[src/rtl/pipe_ctl_pkg.sv]
// Shared types and constants for the pipeline hazard controller.
package pipe_ctl_pkg;

  localparam int REG_ADDR_W     = 5;
  localparam int MUL_CYCLES_DEF = 4;

  typedef enum logic {
    RUN = 1'b0,
    MUL = 1'b1
  } state_t;

endpackage

[src/rtl/pipe_sat_counter.sv]
// Saturating up-counter used for the hazard controller's performance statistics.
module pipe_sat_counter #(
  parameter int CNT_W = 16
) (
  input  logic             clk,
  input  logic             reset,
  input  logic             inc,
  output logic [CNT_W-1:0] count
);

  function automatic logic [CNT_W-1:0] sat_inc(input logic [CNT_W-1:0] v);
    return (&v) ? v : v + CNT_W'(1);
  endfunction

  always_ff @(posedge clk) begin
    if (!reset) begin
      count <= '0;
    end else if (inc) begin
      count <= sat_inc(count);
    end
  end

endmodule

[src/rtl/pipe_hazard_ctl.sv]
// Pipeline hazard controller: load-use stalls, taken-branch flushes and
// multicycle-multiply stalls, with saturating stall/flush statistics.
module pipe_hazard_ctl
  import pipe_ctl_pkg::*;
#(
  parameter int MUL_CYCLES = MUL_CYCLES_DEF,
  parameter int CNT_W      = 16
) (
  input  logic                  clk,
  input  logic                  reset,
  input  logic [REG_ADDR_W-1:0] id_rs1,
  input  logic [REG_ADDR_W-1:0] id_rs2,
  input  logic                  id_uses_rs1,
  input  logic                  id_uses_rs2,
  input  logic                  ex_is_load,
  input  logic [REG_ADDR_W-1:0] ex_rd,
  input  logic                  ex_mul_start,
  input  logic                  ex_branch_taken,
  output logic                  pc_en,
  output logic                  ifid_en,
  output logic                  idex_en,
  output logic                  ifid_flush,
  output logic                  idex_flush,
  output logic                  exmem_flush,
  output logic                  mul_busy,
  output logic                  mul_done,
  output logic [CNT_W-1:0]      stall_count,
  output logic [CNT_W-1:0]      flush_count
);

  localparam logic [3:0] MCNT_INIT = 4'(MUL_CYCLES - 1);

  state_t     state, state_nxt;
  logic [3:0] mcnt, mcnt_nxt;
  logic       load_use;

  assign load_use = ex_is_load && (ex_rd != '0) &&
                    ((id_uses_rs1 && (id_rs1 == ex_rd)) ||
                     (id_uses_rs2 && (id_rs2 == ex_rd)));

  always_ff @(posedge clk) begin
    if (!reset) begin
      state <= RUN;
      mcnt  <= '0;
    end else begin
      state <= state_nxt;
      mcnt  <= mcnt_nxt;
    end
  end

  always_comb begin
    state_nxt   = state;
    mcnt_nxt    = mcnt;
    pc_en       = 1'b1;
    ifid_en     = 1'b1;
    idex_en     = 1'b1;
    ifid_flush  = 1'b0;
    idex_flush  = 1'b0;
    exmem_flush = 1'b0;
    mul_busy    = 1'b0;
    mul_done    = 1'b0;

    if (!reset) begin
      // Hold every stage and squash everything while in reset.
      pc_en       = 1'b0;
      ifid_en     = 1'b0;
      idex_en     = 1'b0;
      ifid_flush  = 1'b1;
      idex_flush  = 1'b1;
      exmem_flush = 1'b1;
    end else begin
      unique case (state)
        RUN: begin
          // A taken branch outranks both a multiply start and a load-use stall.
          if (ex_branch_taken) begin
            ifid_flush = 1'b1;
            idex_flush = 1'b1;
          end else if (ex_mul_start) begin
            pc_en       = 1'b0;
            ifid_en     = 1'b0;
            idex_en     = 1'b0;
            exmem_flush = 1'b1;
            mul_busy    = 1'b1;
            state_nxt   = MUL;
            mcnt_nxt    = MCNT_INIT;
          end else if (load_use) begin
            pc_en      = 1'b0;
            ifid_en    = 1'b0;
            idex_flush = 1'b1;
          end
        end
        MUL: begin
          pc_en       = 1'b0;
          ifid_en     = 1'b0;
          idex_en     = 1'b0;
          exmem_flush = 1'b1;
          mul_busy    = 1'b1;
          mcnt_nxt    = mcnt - 4'd1;
          // mcnt==0 cannot normally occur here; treat it as done so MUL never locks up.
          if (mcnt <= 4'd1) begin
            mul_done  = 1'b1;
            state_nxt = RUN;
            mcnt_nxt  = '0;
          end
        end
        default: state_nxt = RUN;
      endcase
    end
  end

  pipe_sat_counter #(.CNT_W(CNT_W)) u_stall_cnt (
    .clk   (clk),
    .reset (reset),
    .inc   (~pc_en),
    .count (stall_count)
  );

  pipe_sat_counter #(.CNT_W(CNT_W)) u_flush_cnt (
    .clk   (clk),
    .reset (reset),
    .inc   (ifid_flush | idex_flush),
    .count (flush_count)
  );

endmodule

[config.mk]
export PLATFORM = sky130hd
export DESIGN_NAME = pipe_hazard_ctl
export DESIGN_NICKNAME = d
export VERILOG_FILES = /design/src/rtl/pipe_ctl_pkg.sv /design/src/rtl/pipe_sat_counter.sv /design/src/rtl/pipe_hazard_ctl.sv
export SDC_FILE = /design/constraint.sdc
export NUM_CORES = 1
export LEC_CHECK = 0
export ABC_AREA = 1
export CORE_UTILIZATION = 53
export DETAILED_ROUTE_END_ITERATION = 16
export HOLD_SLACK_MARGIN = 0.05
export PLACE_DENSITY_LB_ADDON = 0.3
export SLEW_MARGIN = 40
export SYNTH_ARGS = -nofsm -noshare
export SYNTH_HDL_FRONTEND = slang
export SYNTH_SLANG_ARGS = --single-unit
[constraint.sdc]
create_clock -name clk -period 2.81 [get_ports clk]
set_input_delay 0.562 -clock clk [delete_from_list [all_inputs] [get_ports clk]]
set_output_delay 0.562 -clock clk [all_outputs]
set_load 0.01 [all_outputs]
==> After elaboration in Yosys (flattened, before gate mapping) <==
Index checks and enable logic that the tools add are counted.
{ "totals": {"register_bits": 37, "input_bits": 22, "output_inout_bits": 40, "elab_cells": 59} }
{ "classes": {"addsub": 3, "order_cmp": 1, "eq_ne": 4, "n_mux": 31, "bitwise": 5, "reduce_logical": 11} }
{ "ops": {"columns": ["op", "n"], "rows": [
  ["$add 16x1->16 const B", 2],
  ["$reduce_and 16->1", 2],
  ["$mux 1", 23],
  ["$mux 4", 3],
  ["$eq 5x5->1", 2],
  ["$pmux 1 s2", 4],
  ["$pmux 4 s2", 1],
  ["$reduce_and 2->1", 3],
  ["$reduce_bool 5->1", 1],
  ["$le 4x1->1 const B", 1],
  ["$logic_and 1x1->1", 4],
  ["$ne 2x2->1 const B", 2],
  ["$not 1->1", 4],
  ["$sub 4x1->4 const B", 1],
  ["$logic_or 1x1->1", 1],
  ["$or 1x1->1", 1]
]} }

==> Longest topological paths before layout <==
Gate-level depths: netlist (run 1).
{ "logic_depth": {"word_depth": 11, "mapped_depth": 12, "mapped_depth_nobuf": 11} }

==> Modules after synthesis <==
Synthesis (run 1) repeated with hierarchy kept, for this count alone.
{ "hier_totals": {"cells_unflattened": 398, "area_unflattened_um2": 2544.9} }
{ "by_module_without_submodules": {"columns": ["mod", "n_inst", "cells_per_inst", "area_per_inst_um2", "seq_area_each_um2"], "rows": [
  ["pipe_sat_counter", 2, 148, 989.7, 320.3],
  ["pipe_hazard_ctl", 1, 102, 565.5, 100.1]
]} }

==> Worst setup path before layout (run 1) <==
No wires, ideal clock.
{ "synth_timing": {"path_kind": "in2out", "from": "input port ex_branch_taken", "to": "output port pc_en", "arrival_ns": 1.664, "required_time_ns": 2.248, "setup_slack_ns": 0.584, "cell_stages": 9, "path_cell_list": "nand2_1 o21ai_1 inv_2 nor2_2 nand2_1 buf_2 buf_2 inv_1 buf_4"} }
{ "synth_between": {"elab_chain_cells": 3} }
{ "synth_lines": {"columns": ["element", "line_no", "rtl"], "rows": [
  ["from (decl)", "pipe_hazard_ctl.sv:18", "input logic ex_branch_taken,"],
  ["$mux 1", null, null],
  ["$pmux 1 s2", null, null],
  ["$mux 1", null, null],
  ["to (decl)", "pipe_hazard_ctl.sv:19", "output logic pc_en,"]
]} }
No other way between the ends.

==> Final worst setup path (run 1) <==
{ "layout_timing": {"from": "input port ex_branch_taken", "to": "output port idex_en"} }
{ "layout_between": {"elab_chain_cells": 3} }
{ "layout_lines": {"columns": ["element", "line_no", "rtl"], "rows": [
  ["$mux 1", "pipe_hazard_ctl.sv:75", "if (ex_branch_taken) begin"],
  ["$pmux 1 s2", "pipe_hazard_ctl.sv:72", "unique case (state)"],
  ["$mux 1", "pipe_hazard_ctl.sv:63", "if (!reset) begin"],
  ["to (decl)", "pipe_hazard_ctl.sv:21", "output logic idex_en,"]
]} }
No other way between the ends.

==> summary.md, run 1 <==
| Metric | Value |
|---|---|
| Run status | completed |
| Proportion of total power due to net switching | 26.99% |
| Number of cells on the worst hold path | 2 |
| Antenna Diode Count | 0 |
| Area growth from synthesis to layout | 30.63% |
| Register clock-pin slew on the reported worst setup and hold paths | 0.07 ns |
| Detailed-route DRC error count | 0 |
| Post-synth cell types | 29 |
| Fmax | 368.8 MHz |
| Count of hold-fix buffers inserted at cts | 0 |
| Psw | 0.3149 mW |
| Crit. End Element | output pin |
| Worst Setup Path Type | input port to output pin |
| Critical-path cell list | clkdlybuf4s50_1, nand2_1, o21ai_1, inv_2, nor2_2, buf_4, clkdlybuf4s50_1 |
| Setup WS pre-CTS | -0.05031 ns |
| Flop pwr share | 47.6% |
| Worst-case register-to-register setup slack | 0.69 ns |
| RD Place Congestion | 0.9189 |
| ANT nets after route | 0 |
| Total negative slack | 0 ns |
| Placeable core area | 0.004414 sq mm |
| Insertion delay to the later sink of the worst-skew pair | 0.29 ns |
| Max-slew violations | 0 |
| Origin of the worst min-delay path | u_stall_cnt.count[9] |
| Number of core rows | 24 |
| Chip Height | 70.23 um |
| Post-detailed-placement half-perimeter wirelength | 4.382 mm |
| Leak pwr | 1.296 nW |
| Grt total ovfl | 0 |
| Required time reported for the critical path endpoint | 2.25 ns |
| Antenna violations before repair | 0 |
| Maximum level of the CTS H-tree | 2 |
| Final critical-path required period | 2.712 ns |
| Internal Power | 0.8518 mW |
| Clk sink count | 37 |
| Number of detailed-routing iterations run before antenna repair | 4 |
| Setup repair after global routing missed its margin | false |
| Hold_ws | 0.4963 ns |
| Post-route fraction of the period consumed by the critical path | 96.51% |
| Crit path arrival time | 2.15 ns |
| Final hold vios | 0 |
| Number of buffers inserted during clock tree synthesis | 5 |
| DR vias/cell | 5.384 |
| Cell area after technology mapping | 0.002467 sq mm |
| Largest net degree at the start of global routing | 20 |
| Sequential element share of the synthesized area | 30.02% |
| Critical register-to-register path endpoint | u_stall_cnt.count[4] |
| Yosys warns | 0 |
| Starting density of the core | 55.90% |
| Wire per inst | 12.15 um |
| Areal power density over the cells | 362.0 mW/mm^2 |
| Most common library cell in the layout ignoring fill and taps | sky130_fd_sc_hd__nand2_1 |
| Cell mode on critical path | sky130_fd_sc_hd__clkdlybuf4s50_1 |
| Highest net fanout along the worst path | 3 |
| Number of DRC markers after the initial detailed-route iteration | 145 |
| FF-to-FF Start | u_stall_cnt.count[0] |
| Actual transition at the worst max-transition pin | 0.4194 ns |
| Fraction of final layout cells with drive strength greater than 1 | 8.467% |
| Clock root buffer master | sky130_fd_sc_hd__clkbuf_8 |
| Slew headroom | 71.94% |
| Startpoint types | input port |
| Worst r2r path cells | 8 |
| Average instance area after synthesis | 6.597 sq um |
| Final Worst Setup Slack | 0.09820 ns |
| Horizontal die dimension | 70.23 um |
| Endpoint of the worst hold path | u_stall_cnt.count[9] |
| Number of standard cells after synthesis | 374 |
| Max-capacitance violation count | 0 |
| Post-CTS setup buffers | 0 |
| Clock tree buffer depth | 2 |
| Final setup violation count | 0 |
| Number of flip-flops and latches in the synthesized netlist | 37 |
| Power share of the combinational group | 16.8% |
| Worst Skew | 0.005383 ns |
| Synthesized net count | 400 |
| Routed wire length | 5.941 mm |
| Clock share of power | 35.6% |
| Peak VDD IR | 193.8 uV |
| Die Outline Area | 0.004932 sq mm |
| Number of port buffers | 61 |
| TritonCTS clock tree | built |
| First-pass GRT wire length | 10.32 mm |
| Total global-route track usage | 25.58% |
| Worst Hold Class | flop to flop |
| Largest stage delay, worst path | 0.53 ns |
| Via total after detailed routing | 2633 |
| Number of global-route vias before repair | 2377 |
| Num ports | 62 |
| Total number of nets in the final design | 462 |
| Commonest non-fill, non-tap cells in the layout | sky130_fd_sc_hd__nand2_1, sky130_fd_sc_hd__clkdlybuf4s50_1, sky130_fd_sc_hd__nand3_1 |
| Crit-path slowest cell | sky130_fd_sc_hd__clkdlybuf4s50_1 |
==> state kept, by name, summed over array words and instances, names as in the netlist <==
name and count:
mcnt 4, u_stall_cnt.count 16, state 1, u_flush_cnt.count 16
==> kinds of logic (layout without fill, tap and decap cells) <==
group | Yosys count | after routing | share of synthesized area (%)
AO/OA/AOI/OAI | 41 | 41 | 9.128
flip-flops | 37 | 37 | 30.02
XOR/XNOR | 27 | 27 | 9.584
buffers and inverters | 52 | 115 | 8.976
AND/OR/NAND/NOR | 213 | 213 | 40.26
adder cells (fa/ha/maj) | 4 | 4 | 2.028
==> worst max-delay path: cells and delay by family <==
family	cells	cell delay, ns
simple gates	2	0.21
buf+inv	4	1.18
compound gates	1	0.20
==> per-layer routing <==
layer,routed length [um],up-vias,GRT usage [%]
met3,425,11,5.339
met2,2738,93,40.11
met5,0,-,0
li1,-,1328,-
met4,96,0,12.22
met1,2681,1201,33.30
==> Yosys cell counts, drive strengths merged <==
master / count / area, sq um
nand3b: 4 / 42.54
inv: 40 / 150.1
nor2: 38 / 145.1
nand4: 6 / 37.54
nand3: 51 / 267.8
xor2: 20 / 175.2
nor3: 11 / 93.84
and2: 1 / 6.260
clkbuf: 3 / 11.26
nand2: 102 / 400.4
dfxtp: 37 / 740.7
buf: 9 / 60.06
ha: 4 / 50.05
a21oi: 33 / 180.2
o21ai: 7 / 35.03
xnor2: 7 / 61.31
a32o: 1 / 10.01
==> worst max-delay path by stage <==
stage / start / to / slack [ns] / depth (start not counted)
global placement: ex_rd[4] / pc_en / 0.009 / 11
global route: ex_branch_taken / exmem_flush / 0.04 / 8
detailed placement: ex_rd[4] / ifid_en / -0.05 / 11
CTS: ex_rd[3] / ifid_en / 0.005 / 11
floorplan: ex_branch_taken / pc_en / 0.58 / 9
finish: ex_branch_taken / idex_en / 0.1 / 7
==> timing repair <==
action,in CTS,in global routing
setup endpoints to repair,3,2
resized for setup,3,3
endpoints found under the hold margin,0,0
gates cloned,0,0
==> final cells by class <==
| cell class | count | area [sq um] |
|---|---|---|
| timing repair buffer | 67 | 658.1 |
| clock buffer | 7 | 96.34 |
| sequential | 37 | 740.7 |
| inverter | 40 | 150.1 |
| multi-input combinational | 285 | 1508 |
| tap | 52 | 65.06 |
| clock inverter | 1 | 5.005 |
| fill | 366 | 1191 |
==> power groups by stage <==
| stage | clock, mW | sequential [mW] | combinational, mW |
|---|---|---|---|
| 2_1_floorplan | 0 | 0.567 | 0.107 |
| 3_3_place_gp | 0 | 0.566 | 0.193 |
| 3_5_place_dp | 0 | 0.567 | 0.198 |
| 4_1_cts | 0.425 | 0.555 | 0.198 |
| 5_1_grt | 0.441 | 0.557 | 0.219 |
| 6_report | 0.415 | 0.555 | 0.196 |
==> per-stage QoR <==
stage / power, mW / cells / area [sq um] / util [%]
2_1_floorplan: 0.6732 / 374 / 2467 / -
3_3_place_gp: 0.7593 / 481 / 3117 / 70.61
3_5_place_dp: 0.7650 / 481 / 3117 / 70.61
4_1_cts: 1.178 / 489 / 3218 / 72.90
5_1_grt: 1.217 / 489 / 3223 / 73.02
6_report: 1.167 / 489 / 3223 / 73.02
Power figures use the tool's default switching activity.
==> run 2, diff against run 1 <==
Settings changed: GPL_ROUTABILITY_DRIVEN set to 1.
==> results of run 2 <==
Same layout as run 1: the final DEF is identical, and so are final timing and power.
